===== src/rtl/rc_wf_pipe.sv =====
// rc_wf_pipe: per-channel west-first route computation with wormhole route locking
// and a one-deep valid/ready output register. Define RC_ADAPTIVE_EN for adaptive port choice.
module rc_wf_pipe #(
   parameter  int NUM_IN  = 5,
   parameter  int NUM_VC  = 2,
   parameter  int COORD_W = 8,
   parameter  int FLIT_W  = 64,
   localparam int VCW     = (NUM_VC > 1) ? $clog2(NUM_VC) : 1
) (
   input  logic                    clk,
   input  logic                    rst,
   input  logic [COORD_W-1:0]      cur_x,
   input  logic [COORD_W-1:0]      cur_y,
   input  logic [5*NUM_VC-1:0]     vc_avail,
   input  logic [NUM_IN-1:0]       in_valid,
   output logic [NUM_IN-1:0]       in_ready,
   input  logic [NUM_IN*FLIT_W-1:0] in_flit,
   output logic [NUM_IN-1:0]       out_valid,
   input  logic [NUM_IN-1:0]       out_ready,
   output logic [NUM_IN*FLIT_W-1:0] out_flit,
   output logic [NUM_IN*3-1:0]     out_port,
   output logic [NUM_IN*VCW-1:0]   out_vc,
   output logic [NUM_IN-1:0]       err
);

   localparam logic [2:0] P_N = 3'd0, P_E = 3'd1, P_S = 3'd2, P_W = 3'd3, P_L = 3'd4;
   localparam logic [2:0] FT_HEAD = 3'b000, FT_BODY = 3'b001, FT_TAIL = 3'b010, FT_SINGLE = 3'b011;

   // Candidates in selection order; west and local exclude every other candidate.
   localparam logic [2:0] CAND_PORT [5] = '{P_W, P_L, P_N, P_S, P_E};

`ifdef RC_ADAPTIVE_EN
   localparam bit ADAPTIVE = 1'b1;
`else
   localparam bit ADAPTIVE = 1'b0;
`endif

   typedef enum logic {S_IDLE, S_LOCKED} state_t;

   function automatic logic [VCW-1:0] lowest_vc(input logic [NUM_VC-1:0] m);
      logic [VCW-1:0] r;
      r = '0;
      for (int b = NUM_VC - 1; b >= 0; b--) begin
         if (m[b]) r = VCW'(b);
      end
      return r;
   endfunction

   logic [NUM_VC-1:0] port_avail [5];
   for (genvar p = 0; p < 5; p++) begin : g_avail
      assign port_avail[p] = vc_avail[p*NUM_VC +: NUM_VC];
   end

   for (genvar i = 0; i < NUM_IN; i++) begin : g_ch
      logic [FLIT_W-1:0]  flit;
      logic [COORD_W-1:0] dst_x, dst_y;
      logic [2:0]         ftype;
      logic               is_head, is_single, is_body, is_tail;
      logic [4:0]         cand_en;
      logic               picked, sel_ok, route_ok, proto_err, hs;
      logic [2:0]         sel_port;
      logic [VCW-1:0]     sel_vc;

      state_t             state_q;
      logic [2:0]         lock_port_q;
      logic [VCW-1:0]     lock_vc_q;
      logic               out_valid_q, err_q;
      logic [FLIT_W-1:0]  out_flit_q;
      logic [2:0]         out_port_q;
      logic [VCW-1:0]     out_vc_q;

      assign flit      = in_flit[i*FLIT_W +: FLIT_W];
      assign dst_y     = flit[FLIT_W-1 -: COORD_W];
      assign dst_x     = flit[FLIT_W-COORD_W-1 -: COORD_W];
      assign ftype     = flit[FLIT_W-2*COORD_W-1 -: 3];
      assign is_head   = (ftype == FT_HEAD);
      assign is_single = (ftype == FT_SINGLE);
      assign is_body   = (ftype == FT_BODY);
      assign is_tail   = (ftype == FT_TAIL);

      // NOTE: every variable written here gets a default first, so no latch is inferred.
      always_comb begin
         cand_en[0] = (dst_x < cur_x);
         cand_en[1] = !cand_en[0] && (dst_x == cur_x) && (dst_y == cur_y);
         cand_en[2] = !cand_en[0] && (dst_y > cur_y);
         cand_en[3] = !cand_en[0] && (dst_y < cur_y);
         cand_en[4] = !cand_en[0] && (dst_x > cur_x);
         picked   = 1'b0;
         sel_ok   = 1'b0;
         sel_port = P_L;
         sel_vc   = '0;
         for (int k = 0; k < 5; k++) begin
            // Deterministic mode commits to the first candidate even if it is busy.
            if (!picked && cand_en[k] && (!ADAPTIVE || (|port_avail[CAND_PORT[k]]))) begin
               picked   = 1'b1;
               sel_port = CAND_PORT[k];
               sel_ok   = |port_avail[CAND_PORT[k]];
               sel_vc   = lowest_vc(port_avail[CAND_PORT[k]]);
            end
         end
      end

      assign route_ok    = !((state_q == S_IDLE) && (is_head || is_single)) || sel_ok;
      assign in_ready[i] = (!out_valid_q || out_ready[i]) && route_ok;
      assign hs          = in_valid[i] && in_ready[i];
      assign proto_err   = (state_q == S_IDLE) ? !(is_head || is_single) : !(is_body || is_tail);

      // NOTE: sequential state uses non-blocking assignments so all registers update together.
      always_ff @(posedge clk or posedge rst) begin
         if (rst) begin
            state_q     <= S_IDLE;
            lock_port_q <= '0;
            lock_vc_q   <= '0;
            out_valid_q <= 1'b0;
            err_q       <= 1'b0;
            out_flit_q  <= '0;
            out_port_q  <= '0;
            out_vc_q    <= '0;
         end else begin
            err_q <= hs && proto_err;
            if (hs && !proto_err) begin
               out_valid_q <= 1'b1;
               out_flit_q  <= flit;
               if (state_q == S_IDLE) begin
                  out_port_q <= sel_port;
                  out_vc_q   <= sel_vc;
                  if (is_head) begin
                     lock_port_q <= sel_port;
                     lock_vc_q   <= sel_vc;
                     state_q     <= S_LOCKED;
                  end
               end else begin
                  out_port_q <= lock_port_q;
                  out_vc_q   <= lock_vc_q;
                  if (is_tail) state_q <= S_IDLE;
               end
            end else if (out_ready[i]) begin
               out_valid_q <= 1'b0;
            end
         end
      end

      assign out_valid[i]                = out_valid_q;
      assign err[i]                      = err_q;
      assign out_flit[i*FLIT_W +: FLIT_W] = out_flit_q;
      assign out_port[i*3 +: 3]          = out_port_q;
      assign out_vc[i*VCW +: VCW]        = out_vc_q;
   end

endmodule


===== config.mk =====
export PLATFORM = sky130hd
export DESIGN_NAME = rc_wf_pipe
export DESIGN_NICKNAME = d
export VERILOG_FILES = /design/src/rtl/rc_wf_pipe.sv
export SDC_FILE = /design/constraint.sdc
export NUM_CORES = 1
export LEC_CHECK = 0
export BUFFER_PORTS_ARGS = -buffer_cell sky130_fd_sc_hd__buf_2
export CAP_MARGIN = 15
export CORE_AREA = 4 4 276 278
export CTS_BUF_LIST = sky130_fd_sc_hd__clkbuf_2 sky130_fd_sc_hd__clkbuf_4 sky130_fd_sc_hd__clkbuf_8
export CTS_CLUSTER_DIAMETER = 150
export DETAILED_ROUTE_END_ITERATION = 10
export DIE_AREA = 0 0 280 282
export GPL_TIMING_DRIVEN = 0
export PLACE_DENSITY_LB_ADDON = 0.3
export SKIP_LAST_GASP = 1
export SLEW_MARGIN = 10
export SYNTH_ARGS = -nofsm -noshare
export SYNTH_HDL_FRONTEND = slang
export SYNTH_SLANG_ARGS = --single-unit

===== constraint.sdc =====
create_clock -name clk -period 19.3 [get_ports clk]
set_input_delay 0 -clock clk [delete_from_list [all_inputs] [get_ports clk]]
set_output_delay 0 -clock clk [all_outputs]
set_load 0.02 [all_outputs]

==> flow_metrics.tcl <==
set metrics [dict create \
    detail-route-antenna-nets 0 \
    r2r-end "g_ch[2].out_flit_q[54]" \
    grt_pass1_vias 16200 \
    routed_wl_um 68000 \
    fillers 7211 \
    drc_errors 0 \
    r2r_slack_ps 16350 \
    drv_cap 0 \
    vias 14800 \
    ir_drop_mv 0.0755 \
    setup.worst_path.end_class "register" \
    clockBufferDepth 3 \
    fin_crit_sh 0.196 \
    slew_viol_final 0 \
    grt_pass1_wl_um 99100 \
    async_flop_share 1.00 \
    internal-power_w 0.00228 \
    seq_area_frac_synth 0.545 \
    wire_per_inst_um 19.7 \
    clkTransAtPathRegs_ps 60 \
    drt_iter0_drc 391 \
    powerDensity_nw_per_um2 137 \
    relSlewSlack 0.371 \
    pwr-share-seq 0.362 \
    cp-start-kind "input port" \
    synth_top_flop_cell "dfrtp_1" \
    path_cells "dlygate4sd3_1, buf_2, ha_1, nand4_1, nor3_1, a21oi_1, a22oi_1, a31oi_1, a22oi_1, clkbuf_1, buf_2, mux2_2" \
    worstHoldPathCells 3 \
    layout_commonest_cell "buf_2" \
    fin_area_um2 27100 \
    synth_edf_count 0 \
    crit_required_ps 19790 \
    first_pass_iters 4 \
    yosys_warnings 0 \
    syn_inst 1286 \
    clkPwrFrac 0.219 \
    start_util 0.233 \
    area_growth_pct 57.2 \
    min_from "in_flit[64]" \
    grt_start_max_net_pins 118 \
    drive_gt1_frac 0.510 \
    grt_usage 0.165 \
    grt_setup_unrepaired "false" \
    ys_types 66 \
    cts_buffers 70 \
    setup_viol 0 \
    p_sw_w 0.00144 \
    path_max_fanout 10 \
    syn_nets 1724 \
    p_total_w 0.00372 \
    cts_setup_buffers 0 \
    grt-ovfl-total 0 \
    critical_path_arrival_ps 4280 \
    ys_ff_latch 375 \
    dp_hpwl_um 52800 \
    root_buffer "clkbuf_8" \
    combPwrFrac 0.420 \
    holdPathEnd "g_ch[1].out_flit_q[0]" \
    netlist_area_um2 17200 \
    critPathSlowestCell "clkbuf_1" \
    finalClockSkew_ps 32.9 \
    fin_crit_ps 3790 \
    crit_family "buffers and inverters" \
    port_buffers 712 \
    fp.dieW_um 280 \
    antenna_found_initial 12 \
    hold_viol 0 \
    worstMarginPinSlew_ps 942 \
    status "finished, final reports clean" \
    max_freq_ghz 0.264 \
    routabilityCongestion 0.839 \
    holdBufCountCts 346 \
    worst-path-buf-inv 4 \
    fin_setup_tns_ps 0 \
    clock_latency_ps 630 \
    critPathKind "input port to register" \
    cts_resized 0 \
    critical-path-max-stage-delay_ps 690 \
    vias_per_cell 4.30 \
    fin_nets 2857 \
    io_pins 713 \
    layout_common_cells "buf_2 (736), dfrtp_1 (375), dlygate4sd3_1 (346)" \
    core_um2 73900 \
    r2r_cells 7 \
    numClockSinks 375 \
    dieArea_um2 79000 \
    htreeDepth 3 \
    r2r_start "g_ch[2].state_q" \
    place_area_um2 22100 \
    cts_tree "built" \
    hp-class "input port to register" \
    rows 100 \
    power_switching_share 0.388 \
    syn_avg_cell_area_um2 13.4 \
    leakage_nw 13.0 \
    die_h_um 282 \
]
[cell usage after synthesis, types with 5 or more instances]
| cell type | count | area, um^2 |
|---|---|---|
| xnor2_1 | 7 | 61.3 |
| nand2_1 | 67 | 251 |
| buf_4 | 16 | 120 |
| nor2b_1 | 17 | 106 |
| mux2_2 | 339 | 3820 |
| mux2_4 | 16 | 240 |
| nand3_1 | 7 | 35.0 |
| nor3_1 | 15 | 75.1 |
| a21o_1 | 10 | 75.1 |
| nor4_1 | 7 | 43.8 |
| a21oi_1 | 41 | 205 |
| and2_1 | 9 | 56.3 |
| buf_2 | 24 | 120 |
| o31ai_1 | 14 | 105 |
| ha_1 | 80 | 1000 |
| o211ai_1 | 6 | 45.0 |
| nor2_1 | 42 | 158 |
| a211oi_1 | 5 | 37.5 |
| and4_1 | 5 | 43.8 |
| nand2b_1 | 6 | 37.5 |
| nand4_1 | 15 | 93.8 |
| o21ai_0 | 25 | 125 |
| mux2i_1 | 5 | 50.1 |
| buf_6 | 7 | 78.8 |
| dfrtp_1 | 375 | 9380 |
| inv_1 | 36 | 135 |
| clkbuf_1 | 10 | 37.5 |
| a22oi_1 | 5 | 37.5 |
| or3_1 | 7 | 43.8 |
[per-layer routing]
layer	global-route usage	up-vias	routed length [um]
met5	0	-	19
met4	0.0528	2	1850
met1	0.188	7201	26400
li1	-	6921	-
met3	0.0465	113	4810
met2	0.300	573	34900
[power groups by stage]
stage	Clock [W]	Combinational [W]	Sequential, W
after floorplan	0	0.000489	0.00176
after global placement	0	0.00150	0.00134
after detailed placement	0	0.00151	0.00135
after CTS	0.000851	0.00158	0.00134
after global routing	0.000882	0.00166	0.00139
final	0.000813	0.00156	0.00134
[worst max path at each step]
stage	start	endpoint	slack, ps	cells past startpoint
2_1_floorplan	rst	g_ch[0].err_q	8880	1
3_3_place_gp	rst	g_ch[2].out_flit_q[40]	4650	2
3_5_place_dp	cur_y[2]	g_ch[4].out_flit_q[49]	14940	13
4_1_cts	in_flit[247]	g_ch[3].out_flit_q[52]	15320	13
5_1_grt	in_flit[190]	g_ch[2].out_flit_q[54]	15220	12
6_report	in_flit[189]	g_ch[2].out_flit_q[54]	15510	12
[cell type report]
| cell class | instances | area (um^2) | area share |
|---|---|---|---|
| diodes | 6 | 15.0 | 0.000555 |
| plain buffers | 62 | 387 | 0.0143 |
| clock buffers | 110 | 1390 | 0.0513 |
| clock inverters | 16 | 110 | 0.00407 |
| inverters | 36 | 143 | 0.00527 |
| multi-input cells | 813 | 7300 | 0.270 |
| flip-flops and latches | 375 | 9380 | 0.347 |
| well taps | 969 | 1210 | 0.0448 |
| repair buffers | 1061 | 7110 | 0.263 |
[tightest hold or removal path, cell delays in order]
cell	delay, ps
dlygate4sd3_1	510
buf_2	90
mux2_2	130
[flip-flops by register name, indices dropped and copies added, names as in the netlist]
signal / count
g_ch.state_q: 5
g_ch.out_vc_q: 5
g_ch.lock_port_q: 15
g_ch.out_valid_q: 5
g_ch.lock_vc_q: 5
g_ch.out_port_q: 15
g_ch.out_flit_q: 320
g_ch.err_q: 5
[cell families after synthesis]
group	count (synthesis)	share of synthesized area
mux	360	0.239
simple gates	221	0.0670
fa+ha+maj	80	0.0582
buf+inv	98	0.0303
compound gates	142	0.0554
flops	375	0.545
xor+xnor	10	0.00509
[metrics by stage]
stage,setup slack [ps],hold WS (ps),utilization,cells
after floorplan,8880,93.1,-,1286
after global placement,4650,232,0.297,2967
after detailed placement,14940,155,0.299,2970
after CTS,15320,24.7,0.366,3442
after global routing,15220,64.5,0.366,3446
final,15510,138,0.366,3448
Power figures use the tool's default switching activity.
